[src/rtl/muldiv_pkg.sv]
// Shared definitions for the iterative multiply/divide unit: op encodings,
// FSM state type and small op-decoding helpers.
package muldiv_pkg;

  localparam logic [1:0] OP_MULTU = 2'd0;
  localparam logic [1:0] OP_MULT  = 2'd1;
  localparam logic [1:0] OP_DIVU  = 2'd2;
  localparam logic [1:0] OP_DIV   = 2'd3;

  typedef enum logic [1:0] {
    ST_IDLE = 2'd0,
    ST_RUN  = 2'd1,
    ST_FIX  = 2'd2
  } state_t;

  function automatic logic is_div_op(input logic [1:0] op);
    return op[1];
  endfunction

  function automatic logic is_signed_op(input logic [1:0] op);
    return (op == OP_MULT) || (op == OP_DIV);
  endfunction

endpackage

[src/rtl/muldiv_signfix.sv]
// Combinational sign handling: magnitude/sign extraction of the incoming
// operands, and the final sign correction applied to the raw result in FIX.
module muldiv_signfix
  import muldiv_pkg::*;
#(
  parameter int WIDTH = 32
) (
  input  logic [1:0]         op_i,
  input  logic [WIDTH-1:0]   a_i,
  input  logic [WIDTH-1:0]   b_i,
  output logic [WIDTH-1:0]   mag_a_o,
  output logic [WIDTH-1:0]   mag_b_o,
  output logic               neg_a_o,
  output logic               neg_b_o,
  input  logic [1:0]         fix_op_i,
  input  logic               fix_neg_a_i,
  input  logic               fix_neg_b_i,
  input  logic [2*WIDTH-1:0] raw_i,
  output logic [2*WIDTH-1:0] res_o
);

  // Operand signs only matter for the signed ops; the most-negative value
  // maps onto itself, which is the correct unsigned magnitude.
  always_comb begin
    neg_a_o = is_signed_op(op_i) & a_i[WIDTH-1];
    neg_b_o = is_signed_op(op_i) & b_i[WIDTH-1];
    mag_a_o = neg_a_o ? -a_i : a_i;
    mag_b_o = neg_b_o ? -b_i : b_i;
  end

  // Product negates as one 2*WIDTH value; quotient and remainder negate per half.
  always_comb begin
    res_o = raw_i;
    if (fix_op_i == OP_MULT) begin
      if (fix_neg_a_i ^ fix_neg_b_i) res_o = -raw_i;
    end else if (fix_op_i == OP_DIV) begin
      if (fix_neg_a_i) res_o[2*WIDTH-1:WIDTH] = -raw_i[2*WIDTH-1:WIDTH];
      if (fix_neg_a_i ^ fix_neg_b_i) res_o[WIDTH-1:0] = -raw_i[WIDTH-1:0];
    end
  end

endmodule

[src/rtl/muldiv_unit.sv]
// Iterative multiply/divide unit. One shared 2*WIDTH accumulator serves as
// product register (shift-add) and remainder:quotient register (restoring).
//
//   state   | meaning
//   --------+-----------------------------------------------------------
//   ST_IDLE | waiting for start; results held
//   ST_RUN  | WIDTH iterations on operand magnitudes
//   ST_FIX  | apply sign / divide-by-zero correction, publish result
module muldiv_unit
  import muldiv_pkg::*;
#(
  parameter int WIDTH = 32
) (
  input  logic             clk,
  input  logic             rst_n,
  input  logic             start,
  input  logic [1:0]       op,
  input  logic [WIDTH-1:0] src_a,
  input  logic [WIDTH-1:0] src_b,
  output logic             busy,
  output logic             done,
  output logic [WIDTH-1:0] hi,
  output logic [WIDTH-1:0] lo,
  output logic             div_zero
);

  localparam int CW = $clog2(WIDTH) + 1;

  state_t state_q, state_d;
  logic [CW-1:0]      cnt_q, cnt_d;
  logic [2*WIDTH-1:0] acc_q, acc_d;
  logic [WIDTH-1:0]   b_mag_q, b_mag_d;
  logic [WIDTH-1:0]   a_q, a_d;
  logic [1:0]         op_q, op_d;
  logic               neg_a_q, neg_a_d, neg_b_q, neg_b_d;
  logic [WIDTH-1:0]   hi_q, hi_d, lo_q, lo_d;
  logic               dz_q, dz_d, done_q, done_d;

  logic               accept;
  logic [WIDTH-1:0]   mag_a, mag_b;
  logic               neg_a, neg_b;
  logic [2*WIDTH-1:0] fix_res;

  logic [WIDTH:0]     mul_sum;
  logic [2*WIDTH-1:0] mul_next;
  logic [WIDTH:0]     rem_sh;
  logic [WIDTH:0]     div_diff;
  logic               div_ge;
  logic [2*WIDTH-1:0] div_next;

  assign accept = (state_q == ST_IDLE) && start;

  muldiv_signfix #(.WIDTH(WIDTH)) u_signfix (
    .op_i        (op),
    .a_i         (src_a),
    .b_i         (src_b),
    .mag_a_o     (mag_a),
    .mag_b_o     (mag_b),
    .neg_a_o     (neg_a),
    .neg_b_o     (neg_b),
    .fix_op_i    (op_q),
    .fix_neg_a_i (neg_a_q),
    .fix_neg_b_i (neg_b_q),
    .raw_i       (acc_q),
    .res_o       (fix_res)
  );

  // Single iteration of shift-add multiply and restoring divide.
  always_comb begin
    mul_sum  = {1'b0, acc_q[2*WIDTH-1:WIDTH]} + (acc_q[0] ? {1'b0, b_mag_q} : '0);
    mul_next = {mul_sum, acc_q[WIDTH-1:1]};
    // Shifted remainder needs one extra bit since it can reach 2*divisor-1.
    rem_sh   = acc_q[2*WIDTH-1:WIDTH-1];
    div_diff = rem_sh - {1'b0, b_mag_q};
    div_ge   = (rem_sh >= {1'b0, b_mag_q});
    div_next = div_ge ? {div_diff[WIDTH-1:0], acc_q[WIDTH-2:0], 1'b1}
                      : {rem_sh[WIDTH-1:0], acc_q[WIDTH-2:0], 1'b0};
  end

  // State register.
  always_ff @(posedge clk or negedge rst_n) begin
    if (!rst_n) state_q <= ST_IDLE;
    else        state_q <= state_d;
  end

  // Next-state logic; the down-counter's terminal count ends RUN.
  always_comb begin
    state_d = state_q;
    case (state_q)
      ST_IDLE: if (start) state_d = ST_RUN;
      ST_RUN:  if (cnt_q == CW'(1)) state_d = ST_FIX;
      ST_FIX:  state_d = ST_IDLE;
      default: state_d = ST_IDLE;
    endcase
  end

  // Outputs are taken straight from registers.
  always_comb begin
    busy     = (state_q != ST_IDLE);
    done     = done_q;
    hi       = hi_q;
    lo       = lo_q;
    div_zero = dz_q;
  end

  // Datapath next-values: capture on accept, iterate in RUN, publish in FIX.
  always_comb begin
    cnt_d   = cnt_q;
    acc_d   = acc_q;
    b_mag_d = b_mag_q;
    a_d     = a_q;
    op_d    = op_q;
    neg_a_d = neg_a_q;
    neg_b_d = neg_b_q;
    hi_d    = hi_q;
    lo_d    = lo_q;
    dz_d    = dz_q;
    done_d  = 1'b0;
    if (accept) begin
      cnt_d   = CW'(WIDTH);
      acc_d   = {{WIDTH{1'b0}}, mag_a};
      b_mag_d = mag_b;
      a_d     = src_a;
      op_d    = op;
      neg_a_d = neg_a;
      neg_b_d = neg_b;
    end else if (state_q == ST_RUN) begin
      cnt_d = cnt_q - CW'(1);
      acc_d = is_div_op(op_q) ? div_next : mul_next;
    end else if (state_q == ST_FIX) begin
      done_d = 1'b1;
      if (is_div_op(op_q) && (b_mag_q == '0)) begin
        hi_d = a_q;
        lo_d = '1;
        dz_d = 1'b1;
      end else begin
        hi_d = fix_res[2*WIDTH-1:WIDTH];
        lo_d = fix_res[WIDTH-1:0];
        dz_d = 1'b0;
      end
    end
  end

  // Datapath registers; reset discards any operation in flight.
  always_ff @(posedge clk or negedge rst_n) begin
    if (!rst_n) begin
      cnt_q   <= '0;
      acc_q   <= '0;
      b_mag_q <= '0;
      a_q     <= '0;
      op_q    <= OP_MULTU;
      neg_a_q <= 1'b0;
      neg_b_q <= 1'b0;
      hi_q    <= '0;
      lo_q    <= '0;
      dz_q    <= 1'b0;
      done_q  <= 1'b0;
    end else begin
      cnt_q   <= cnt_d;
      acc_q   <= acc_d;
      b_mag_q <= b_mag_d;
      a_q     <= a_d;
      op_q    <= op_d;
      neg_a_q <= neg_a_d;
      neg_b_q <= neg_b_d;
      hi_q    <= hi_d;
      lo_q    <= lo_d;
      dz_q    <= dz_d;
      done_q  <= done_d;
    end
  end

endmodule
[config.mk]
export PLATFORM = sky130hd
export DESIGN_NAME = muldiv_unit
export DESIGN_NICKNAME = d
export VERILOG_FILES = /design/src/rtl/muldiv_pkg.sv /design/src/rtl/muldiv_signfix.sv /design/src/rtl/muldiv_unit.sv
export SDC_FILE = /design/constraint.sdc
export NUM_CORES = 1
export LEC_CHECK = 0
export CAP_MARGIN = 10
export CORE_UTILIZATION = 31
export DETAILED_ROUTE_END_ITERATION = 12
export PLACE_DENSITY = 0.5
export SLEW_MARGIN = 10
export SYNTH_ARGS = -nofsm -noshare
export SYNTH_HDL_FRONTEND = slang
export SYNTH_SLANG_ARGS = --single-unit
export TNS_END_PERCENT = 30
[constraint.sdc]
create_clock -name clk -period 10.4 [get_ports clk]
set_input_delay 2.08 -clock clk [delete_from_list [all_inputs] [get_ports clk]]
set_output_delay 2.08 -clock clk [all_outputs]
set_load 0.02 [all_outputs]
Word level (Yosys, flattened, before mapping). Cells that the tools add are included.

Register bits after elaboration: 206. Input port bits: 69.

Add/sub/neg operators: 8. $lt $le $gt $ge: 1. Equality and inequality tests: 9. Muxes and demuxes: 23. Bitwise operators: 5. Reductions and logical operators: 9.

Operators with widths (count): $mux W64 (7); $mux W32 (7); $neg A32 Y32 (4); $neg A64 Y64 (1); $add A32 B32 Y33 (1); $ge A33 B32 Y1 (1); $logic_not A32 Y1 (1); $sub A32 B32 Y32 (1); $mux W6 (2); $eq A2 B1 Y1 const B (3); $eq A2 B2 Y1 const B (3); $eq A6 B1 Y1 const B (1); $sub A6 B1 Y6 const B (1); $mux W1 (4); $mux W2 (2); $ne A2 B2 Y1 const B (2); $pmux W2 S2 (1); $reduce_bool A2 Y1 (2); $reduce_and A3 Y1 (1); $and A1 B1 Y1 (2); $logic_and A1 B1 Y1 (2); $logic_not A2 Y1 (1); $not A1 Y1 (2); $reduce_and A2 Y1 (1); 2 further kinds (2).

Logic depth before layout (Yosys ltp). Gate-level depths: netlist (run 1).

Word-level depth: 5. Gate-level depth with buffers: 14. Gate-level depth less buffers: 13.

By module. A second synthesis (run 1) with hierarchy kept.

Cell total of the unflattened synthesis: 1999. Area, all modules: 15849.0 µm².

Modules (own cells, without submodules): muldiv_unit (instances 1, cells each 1519, area each 12784.8 µm², sequential area each 5154.9 µm²); muldiv_signfix (instances 1, cells each 480, area each 3064.2 µm², sequential area each 0.0 µm²).

Worst setup path before layout (run 1). Ideal clock, no wire load.

Path kind: input-to-reg. From: in src_a[9]. To: reg acc_q[27]. Library setup time: 135 ps. Arrival time: 3999 ps. Required time: 10265 ps. Slack: 6266 ps. Stages: 8. Path buffers: 0. Cells stage by stage: or3_1 or4_1 or2_1 nor2_1 nand2_1 o41ai_1 xor2_1 o21ai_0.

Cells in the longest elaborated chain, start to end: 3.

Ends and longest elaborated chain: start, declared (line muldiv_unit.sv:18) `input logic [WIDTH-1:0] src_a,`; $neg A32 Y32 (line muldiv_signfix.sv:27) `mag_a_o = neg_a_o ? -a_i : a_i;`; $mux W32 (line muldiv_signfix.sv:27); $mux W64 (line muldiv_unit.sv:119) `if (accept) begin`; end signal, assigned (line muldiv_unit.sv:148) `acc_q <= '0;`; end signal, assigned (line muldiv_unit.sv:160) `acc_q <= acc_d;`; end, declared (line muldiv_unit.sv:31) `logic [2*WIDTH-1:0] acc_q, acc_d;`.

Every way passes these cells. A chain may end at the register's enable or synchronous reset.

Final worst setup path (run 1).
From: in src_b[2]. To: reg b_mag_q[28].

Cells in the longest elaborated chain, start to end: 2.

Ends and longest elaborated chain: start, declared (line muldiv_unit.sv:19) `input logic [WIDTH-1:0] src_b,`; $neg A32 Y32 (line muldiv_signfix.sv:28) `mag_b_o = neg_b_o ? -b_i : b_i;`; $mux W32 (line muldiv_signfix.sv:28); end signal, assigned (line muldiv_unit.sv:161) `b_mag_q <= b_mag_d;`; end, declared (line muldiv_unit.sv:32) `logic [WIDTH-1:0] b_mag_q, b_mag_d;`.

Every way passes these cells.

==> out/metrics.csv, run 1 <==
stage,metric,value,unit
run_status,status,"complete, no violations",
clock_network,cts_tree,yes,
sta,rsz0062_at_grt,no,
floorplanning,placement_rows,81,
sta,max_slew_margin,32.4,%
synthesis,synth_top_family_by_area,compound AO/OA/AOI/OAI gates,
drt,drt-total-wl,51.7,mm
sta,fin_tns_setup,0,ns
synthesis,synthMuxAreaShare,3.52,%
setup_path,crit_fanout,6,
synthesis,synth_edf_count,0,
setup_path,reg2reg_depth,13,
synthesis,yosysSeqAreaShare,33.6,%
floorplanning,ios,136,
global_routing,grtUsageMet2,34.0,%
placement,portBuffers,135,
flow_run,max-cap-violations,0,
drt,drc,0,
drt,viasPerCell,5.34,
clock_network,numCtsBuffers,27,
clock_network,clk_latency,0.57,ns
setup_path,critPathLaunchType,input port,
power_and_ir_drop,power_density,115,nW/um^2
synthesis,syn-cell-area,15300,um^2
floorplanning,die_h,224,um
power_and_ir_drop,p_leak,7.89,nW
synthesis,yosys.area_share.adder,5.98,%
setup_path,criticalPathCategory,in2reg,
setup_path,path_cells,clkdlybuf4s50_1 -> nor4_1 -> nand2_1 -> nor2_1 -> nand3_1 -> nor4_1 -> nand2_1 -> o21ai_0 -> xor2_1 -> o21ai_0,
synthesis,postSynthRegisterBits,206,
final_layout,area_growth,18.7,%
sta,finalMaxSlewViolations,0,
floorplanning,core-area,48800,um^2
setup_path,cp-endpoint,b_mag_q[28]$_DFFE_PN0P_,
synthesis,async_reset_ff_share,100,%
placement,dp_hpwl,38.5,mm
final_layout,layout_common_cells,"nand2_1 (281), dfrtp_1 (205), a21oi_1 (191)",
sta,fmax,226,MHz
sta,finalClockSkew,0.0228,ns
final_layout,final_common_cell,nand2_1,
setup_path,r2r_setup_slack,6.17,ns
setup_path,cp.arrival,4.83,ns
synthesis,synthesis.nets,2077,
clock_network,cts_resized,0,
synthesis,syn-instance-count,1936,
final_layout,finalNonFillerCells,2697,
drt,antenna_left,0,
setup_path,r2r-start,acc_q[31]$_DFFE_PN0P_,
setup_path,worst_path_max_delay_cell,nor4_1,
floorplanning,start_util,31.4,%
placement,gp_congestion,0.893,
clock_network,hold_buffers,0,
floorplanning,die_w,224,um
hold_path,hold_class,reg2reg,
global_routing,use_met1,28.6,%
global_routing,busiest_layer,met2,
floorplanning,dieArea,50300,um^2
global_routing,grt_pass1_wl,82.2,mm
clock_network,cts.sinks,206,
drt,via_count,14400,
clock_network,htree_levels,1,
global_routing,gr-total-overflow,0,
clock_network,cts_root_buf,clkbuf_16,
sta,period_share,42.6,%
synthesis,synth_cell_types,71,
setup_path,r2r-end,acc_q[62]$_DFFE_PN0P_,
final_layout,fill_cells,5171,
sta,fin_crit,4.43,ns
setup_path,cp-end-kind,flop,
final_layout,nets,2155,
sta,hold_viol,0,
setup_path,max_stage_delay,0.66,ns
setup_path,path_buf_inv,1,
global_routing,track_usage,20.5,%
power_and_ir_drop,vdd_ir_drop_max,0.113,mV
setup_path,worst-path-stages,10,
final_layout,diodes,0,
sta,hold_ws,0.476,ns
synthesis,synth_ff_type,dfrtp_1,
setup_path,cpLargestDelayFamily,simple AND/OR/NAND/NOR gates,
global_routing,antenna_found_initial,1,
drt,wl_per_cell,19.2,um
sta,finalSetupViolCount,0,
setup_path,required,10.81,ns
final_layout,drive_gt1_share,4.67,%
setup_path,timing.critical_path.from,src_b[2],
drt,initialDrtViolationCount,922,
global_routing,gr-usage-met3,2.10,%
clock_network,clock_path_buffers,3,
drt,first_pass_iters,6,
placement,place_inst,2649,
global_routing,grt_pass1_vias,14300,
synthesis,synth-simple-area-share,20.7,%
synthesis,synth-xor-area-share,9.20,%
clock_network,clk_transition_reported_paths,0.06,ns
synthesis,ys_warn_count,0,
synthesis,synth_compound_area_share,22.7,%
clock_network,postCtsSetupBuffers,0,
sta,tightestPinTransition,1.01,ns
global_routing,grt_max_degree,100,
synthesis,syn_avg_cell_area,7.92,um^2
[final cells by class]
| cell class | count | area (um^2) | area share (%) |
|---|---|---|---|
| repair buffers | 153 | 1490 | 8.19 |
| well taps | 664 | 831 | 4.57 |
| inverters | 70 | 263 | 1.44 |
| clock inverters | 15 | 176 | 0.970 |
| clock buffers | 33 | 718 | 3.95 |
| multi-input cells | 1556 | 9550 | 52.5 |
| flip-flops and latches | 206 | 5160 | 28.3 |
[synthesized netlist by cell type (all sizes together), types with 29 or more instances]
master,instances,area [um^2]
nand2,282,1060
dfrtp,206,5150
a21oi,191,956
nor2,183,687
o21ai,179,896
clkbuf,95,357
xnor2,92,806
ha,70,876
inv,70,263
xor2,69,604
mux2i,46,460
nor3,41,210
nand3,33,165
o211ai,29,218
[how the worst min path moves through the flow]
| stage | startpoint | to | depth (start not counted) |
|---|---|---|---|
| after floorplan | a_q[16]$_DFFE_PN0P_ | a_q[16]$_DFFE_PN0P_ | 2 |
| after global placement | a_q[21]$_DFFE_PN0P_ | a_q[21]$_DFFE_PN0P_ | 2 |
| after global routing | a_q[26]$_DFFE_PN0P_ | a_q[26]$_DFFE_PN0P_ | 2 |
| final | a_q[21]$_DFFE_PN0P_ | a_q[21]$_DFFE_PN0P_ | 2 |
| after CTS | a_q[21]$_DFFE_PN0P_ | a_q[21]$_DFFE_PN0P_ | 2 |
| after detailed placement | a_q[21]$_DFFE_PN0P_ | a_q[21]$_DFFE_PN0P_ | 2 |
[power breakdown]
part | internal [W] | total (W) | switching, W
sequential | 0.000812 | 0.000835 | 0.0000236
clock | 0.000567 | 0.000953 | 0.000387
combinational | 0.000121 | 0.000296 | 0.000174
[layer usage]
layer / vias up / part of all wire (%)
met3: 61 / 4.4
met5: - / 0.014
met2: 358 / 46
met1: 6941 / 47
met4: 2 / 2.4
li1: 7051 / -
[tightest hold or removal path: stages (launching register included)]
cell and delay, ns:
dfrtp_1 0.34, nand2_1 0.05, nand2_1 0.05
[metrics by stage]
step           setup WS (ns)  power [W]  area, um^2  utilization (%)
3_5_place_dp            5.39    0.00114       17300             35.4
2_1_floorplan           6.27    0.00102       15300                -
5_1_grt                 5.40    0.00218       18200             37.2
3_3_place_gp            5.39    0.00114       17300             35.4
6_report                5.97    0.00208       18200             37.2
4_1_cts                 5.98    0.00211       18200             37.2
[cell families (layout without fill, tap and decap cells)]
family / count (synthesis) / in the layout
xor+xnor: 161 / 161
fa+ha+maj: 72 / 72
compound gates: 581 / 581
mux: 53 / 53
simple gates: 689 / 689
flops: 206 / 206
buf+inv: 174 / 271
[registers in the layout, summed over array words and instances, names as in the netlist]
name      flops
neg_b_q       1
hi           32
done          1
a_q          32
state_q       2
op_q          2
b_mag_q      32
cnt_q         6
lo           32
acc_q        64
div_zero      1
neg_a_q       1
No activity file was read; power rests on OpenSTA's default activity.
==> inputs of run 2 (changes only) <==
==> constraint.sdc (replaced) <==
create_clock -name clk -period 4.64 [get_ports clk]
set_input_delay 0.928 -clock clk [delete_from_list [all_inputs] [get_ports clk]]
set_output_delay 0.928 -clock clk [all_outputs]
set_load 0.02 [all_outputs]
==> out/metrics.csv, run 2 (synthesized netlist as in run 1, its figures left out) <==
stage,metric,value,unit
final_layout,layout_common_cells,"nand2_1 (281), dfrtp_1 (205), a21oi_1 (191)",
sta,max_slew_margin,35.8,%
setup_path,r2r-start,acc_q[0]$_DFFE_PN0P_,
power_and_ir_drop,power_density,249,nW/um^2
clock_network,htree_levels,1,
drt,first_pass_iters,6,
clock_network,cts_resized,0,
final_layout,area_growth,19.5,%
clock_network,postCtsSetupBuffers,0,
setup_path,crit_fanout,21,
power_and_ir_drop,vdd_ir_drop_max,0.220,mV
setup_path,cp-endpoint,acc_q[61]$_DFFE_PN0P_,
final_layout,regMostFlops,acc_q,
final_layout,drive_gt1_share,5.55,%
clock_network,numCtsBuffers,26,
setup_path,timing.critical_path.from,acc_q[0]$_DFFE_PN0P_,
floorplanning,die_h,224,um
drt,drt-total-wl,52.2,mm
sta,hold_viol,0,
drt,via_count,14400,
setup_path,worst_path_max_delay_cell,a2111oi_0,
final_layout,largest_reg_flops,64,
floorplanning,placement_rows,81,
sta,fin_crit,3.88,ns
setup_path,path_cells,inv_1 -> buf_4 -> nor2_1 -> ha_1 -> a21oi_1 -> o21ai_0 -> a2111oi_0 -> a21oi_1 -> o41ai_1 -> xor2_1 -> o221ai_1,
clock_network,cts_root_buf,clkbuf_16,
setup_path,critPathLaunchType,flop,
setup_path,cp-end-kind,flop,
floorplanning,start_util,31.4,%
sta,hold_ws,0.448,ns
sta,fmax,258,MHz
setup_path,max_stage_delay,0.69,ns
sta,finalSetupViolCount,0,
global_routing,grt_max_degree,103,
clock_network,cts_tree,yes,
placement,portBuffers,135,
global_routing,grt_pass1_vias,13700,
sta,finalMaxSlewViolations,0,
final_layout,nets,2174,
drt,initialDrtViolationCount,1252,
clock_network,clk_latency,0.56,ns
setup_path,r2r_setup_slack,0.76,ns
sta,rsz0062_at_grt,no,
clock_network,hold_buffers,0,
placement,gp_congestion,0.921,
sta,tightestPinTransition,0.963,ns
final_layout,final_common_cell,nand2_1,
run_status,status,"complete, no violations",
drt,antenna_left,0,
drt,viasPerCell,5.31,
clock_network,cts.sinks,206,
flow_run,max-cap-violations,0,
sta,fin_tns_setup,0,ns
power_and_ir_drop,power.total,0.00456,W
final_layout,diodes,0,
setup_path,criticalPathCategory,reg2reg,
drt,wl_per_cell,19.2,um
clock_network,clk_transition_reported_paths,0.06,ns
floorplanning,die_w,224,um
setup_path,required,5.04,ns
sta,period_share,83.5,%
setup_path,path_common_cell,a21oi_1,
clock_network,clock_path_buffers,3,
final_layout,fill_cells,5166,
floorplanning,ios,136,
setup_path,r2r-end,acc_q[61]$_DFFE_PN0P_,
floorplanning,dieArea,50300,um^2
placement,dp_hpwl,39.3,mm
global_routing,gr-total-overflow,0,
floorplanning,core-area,48800,um^2
global_routing,grt_pass1_wl,80.7,mm
setup_path,reg2reg_depth,11,
sta,finalClockSkew,0.0210,ns
drt,drc,0,
setup_path,cp.arrival,4.27,ns
global_routing,track_usage,20.3,%
global_routing,antenna_found_initial,1,
power_and_ir_drop,p_leak,7.99,nW
hold_path,hold_class,in2async,
run 2: worst min-delay path by stage:
stage | from | endpoint | slack [ns] | depth (start not counted)
detailed placement | a_q[19]$_DFFE_PN0P_ | a_q[19]$_DFFE_PN0P_ | 0.46 | 2
global placement | a_q[25]$_DFFE_PN0P_ | a_q[25]$_DFFE_PN0P_ | 0.45 | 2
finish | rst_n | done$_DFF_PN0_ | 0.45 | 1
global route | a_q[13]$_DFFE_PN0P_ | a_q[13]$_DFFE_PN0P_ | 0.50 | 2
CTS | a_q[21]$_DFFE_PN0P_ | a_q[21]$_DFFE_PN0P_ | 0.48 | 2
floorplan | a_q[16]$_DFFE_PN0P_ | a_q[16]$_DFFE_PN0P_ | 0.44 | 2
run 2: worst max-delay path: cells and delay by family, from the launching register on:
family	cells	cell delay, ns
buffers and inverters	2	0.69
AOI/OAI and AO/OA	6	1.93
adders and majority gates	1	0.34
DFF	1	0.46
xor gates and xnor gates	1	0.20
and+or+nand+nor	1	0.09
run 2: layer usage:
layer	vias to the layer above	GRT usage, %	wire length (um)
li1	7084	-	-
met1	6883	28.9	25000
met2	395	33.0	23700
met3	69	2.02	2160
met4	0	5.07	1330
met5	-	0	0
run 2: final cells by class:
type	count	area, um^2	share of cell area, %
multi-input combinational	1556	9550	52.2
timing repair buffer	173	1680	9.16
clock inverter	13	111	0.608
tap	664	831	4.54
clock buffer	35	724	3.95
sequential	206	5160	28.1
inverter	70	263	1.43
run 2: power by group:
group	switching [W]	total, W	leakage, nW	internal, W
logic	0.000407	0.000695	4.79	0.000287
registers	0.0000457	0.00187	2.78	0.00182
clock network	0.000848	0.00200	0.417	0.00115
total	0.00130	0.00456	7.99	0.00326
run 2: stage by stage:
| step | util (%) | area, um^2 | worst slack [ns] | cells |
|---|---|---|---|---|
| detailed placement | 35.8 | 17500 | 0.861 | 2669 |
| global route | 37.5 | 18300 | 0.388 | 2717 |
| finish | 37.5 | 18300 | 0.764 | 2717 |
| CTS | 37.5 | 18300 | 0.780 | 2717 |
| floorplan | - | 15300 | 1.30 | 1936 |
| global placement | 35.8 | 17500 | 0.884 | 2669 |
==> inputs of run 3 (changes only) <==
==> constraint.sdc (replaced) <==
create_clock -name clk -period 3.82 [get_ports clk]
set_input_delay 0.764 -clock clk [delete_from_list [all_inputs] [get_ports clk]]
set_output_delay 0.764 -clock clk [all_outputs]
set_load 0.02 [all_outputs]
==> out/metrics.csv, run 3 (synthesized netlist as in run 1, its figures left out) <==
stage,metric,value,unit
floorplanning,start_util,31.4,%
drt,wl_per_cell,19.2,um
clock_network,hold_buffers,0,
sta,finalClockSkew,0.0150,ns
final_layout,fill_cells,5108,
setup_path,path_common_cell,buf_4,
setup_path,crit_fanout,21,
final_layout,final_common_cell,nand2_1,
clock_network,cts_root_buf,clkbuf_16,
clock_network,clk_transition_reported_paths,0.06,ns
final_layout,final_util,38.7,%
setup_path,path_cells,inv_1 -> buf_12 -> buf_4 -> nor2_1 -> ha_1 -> nand4_1 -> a211oi_1 -> buf_4 -> o311ai_1 -> buf_4 -> a21oi_2 -> o41ai_1 -> buf_4 -> buf_4 -> o31ai_1 -> xnor2_1 -> o221ai_1,
sta,fmax,282,MHz
drt,initialDrtViolationCount,1093,
placement,gp_congestion,0.899,
global_routing,antenna_found_initial,0,
setup_path,reg2reg_depth,17,
sta,period_share,92.8,%
global_routing,grt_pass1_vias,14400,
flow_run,max-cap-violations,0,
drt,via_count,14600,
floorplanning,dieArea,50300,um^2
global_routing,gr-total-overflow,0,
clock_network,cts.sinks,206,
final_layout,final_area,18900,um^2
run_status,status,"complete, no violations",
clock_network,cts_tree,yes,
floorplanning,die_w,224,um
final_layout,regMostFlops,acc_q,
setup_path,cp-end-kind,flop,
setup_path,required,4.24,ns
power_and_ir_drop,p_leak,8.30,nW
drt,antenna_left,0,
setup_path,criticalPathCategory,reg2reg,
global_routing,grt_max_degree,93,
setup_path,cp.arrival,3.96,ns
drt,first_pass_iters,6,
clock_network,htree_levels,1,
power_and_ir_drop,vdd_ir_drop_max,0.327,mV
placement,placed_cell_area,17900,um^2
clock_network,clock_path_buffers,3,
setup_path,r2r_setup_slack,0.28,ns
power_and_ir_drop,power_density,325,nW/um^2
sta,hold_ws,0.261,ns
global_routing,grt_pass1_wl,83.7,mm
setup_path,worst_path_max_delay_cell,dfrtp_1,
drt,drt-total-wl,53.1,mm
setup_path,max_stage_delay,0.46,ns
drt,drc,0,
final_layout,layout_common_cells,"nand2_1 (281), dfrtp_1 (205), a21oi_1 (190)",
final_layout,largest_reg_flops,64,
sta,tightestPinTransition,1.00,ns
drt,viasPerCell,5.30,
floorplanning,die_h,224,um
sta,finalMaxSlewViolations,0,
placement,portBuffers,135,
sta,hold_viol,0,
sta,max_slew_margin,33.1,%
clock_network,numCtsBuffers,27,
setup_path,r2r-end,acc_q[58]$_DFFE_PN0P_,
final_layout,nets,2216,
floorplanning,ios,136,
sta,fin_crit,3.54,ns
final_layout,drive_gt1_share,7.54,%
hold_path,hold_class,in2async,
floorplanning,placement_rows,81,
final_layout,diodes,0,
sta,finalSetupViolCount,0,
floorplanning,core-area,48800,um^2
setup_path,r2r-start,acc_q[0]$_DFFE_PN0P_,
final_layout,area_growth,23.3,%
sta,fin_tns_setup,0,ns
placement,dp_hpwl,40.0,mm
clock_network,clk_latency,0.58,ns
setup_path,critPathLaunchType,flop,
global_routing,track_usage,21.1,%
[run 3: cell types whose count changed in the layout (fill, tap and decap cells not counted), sizes merged]
cell      change
clkinv        -6
bufinv        +7
clkbuf        +2
buf          +41
clkinvlp      -1
[run 3: worst max-delay path by stage]
stage                                     from               endpoint  slack (ns)  depth (start not counted)
after floorplan           acc_q[0]$_DFFE_PN0P_  acc_q[62]$_DFFE_PN0P_        0.48                         13
after global placement                src_a[9]  acc_q[27]$_DFFE_PN0P_        0.20                          9
after detailed placement              src_a[9]  acc_q[27]$_DFFE_PN0P_        0.19                          9
after CTS                 acc_q[0]$_DFFE_PN0P_  acc_q[58]$_DFFE_PN0P_        0.25                         17
after global routing      acc_q[0]$_DFFE_PN0P_  acc_q[58]$_DFFE_PN0P_      -0.006                         17
final                     acc_q[0]$_DFFE_PN0P_  acc_q[58]$_DFFE_PN0P_        0.28                         17
[run 3: stage by stage]
stage	total power, W	setup WS [ns]	cells
floorplan	0.00279	0.476	1936
global placement	0.00319	0.204	2710
detailed placement	0.00319	0.194	2710
CTS	0.00623	0.249	2760
global route	0.00640	-0.00592	2760
finish	0.00615	0.276	2760
[run 3: worst max-delay path, delay by kind of cell (launching register included)]
kind                       cells  cell delay [ns]
adders and majority gates      1             0.36
buffers and inverters          7             1.11
xor gates and xnor gates       1             0.17
AOI/OAI and AO/OA              6             1.09
and+or+nand+nor                2             0.21
DFF                            1             0.46
[run 3: area by class of cell]
class                   instances  area [um^2]  share of cell area (%)
repair buffers                214         2050                    10.8
well taps                     664          831                    4.40
clock inverters                13          284                    1.50
clock buffers                  37          753                    3.99
multi-input cells            1556         9560                    50.6
flip-flops and latches        206         5160                    27.3
inverters                      70          263                    1.39
[run 3: power by group]
part	total [W]	internal, W	switching [W]
Clock	0.00299	0.00192	0.00107
Combinational	0.000892	0.000385	0.000507
Sequential	0.00226	0.00221	0.0000537
[run 3: repair_timing]
item	4_1_cts	5_1_grt
resized for setup	0	2
setup endpoints to repair	0	2
buffers inserted	0	0
[run 3: metal layers]
metal / GRT usage, % / wire (um)
met1: 29.4 / 24900
met2: 34.4 / 24200
met3: 2.68 / 2640
met4: 5.22 / 1320
met5: 0 / 0
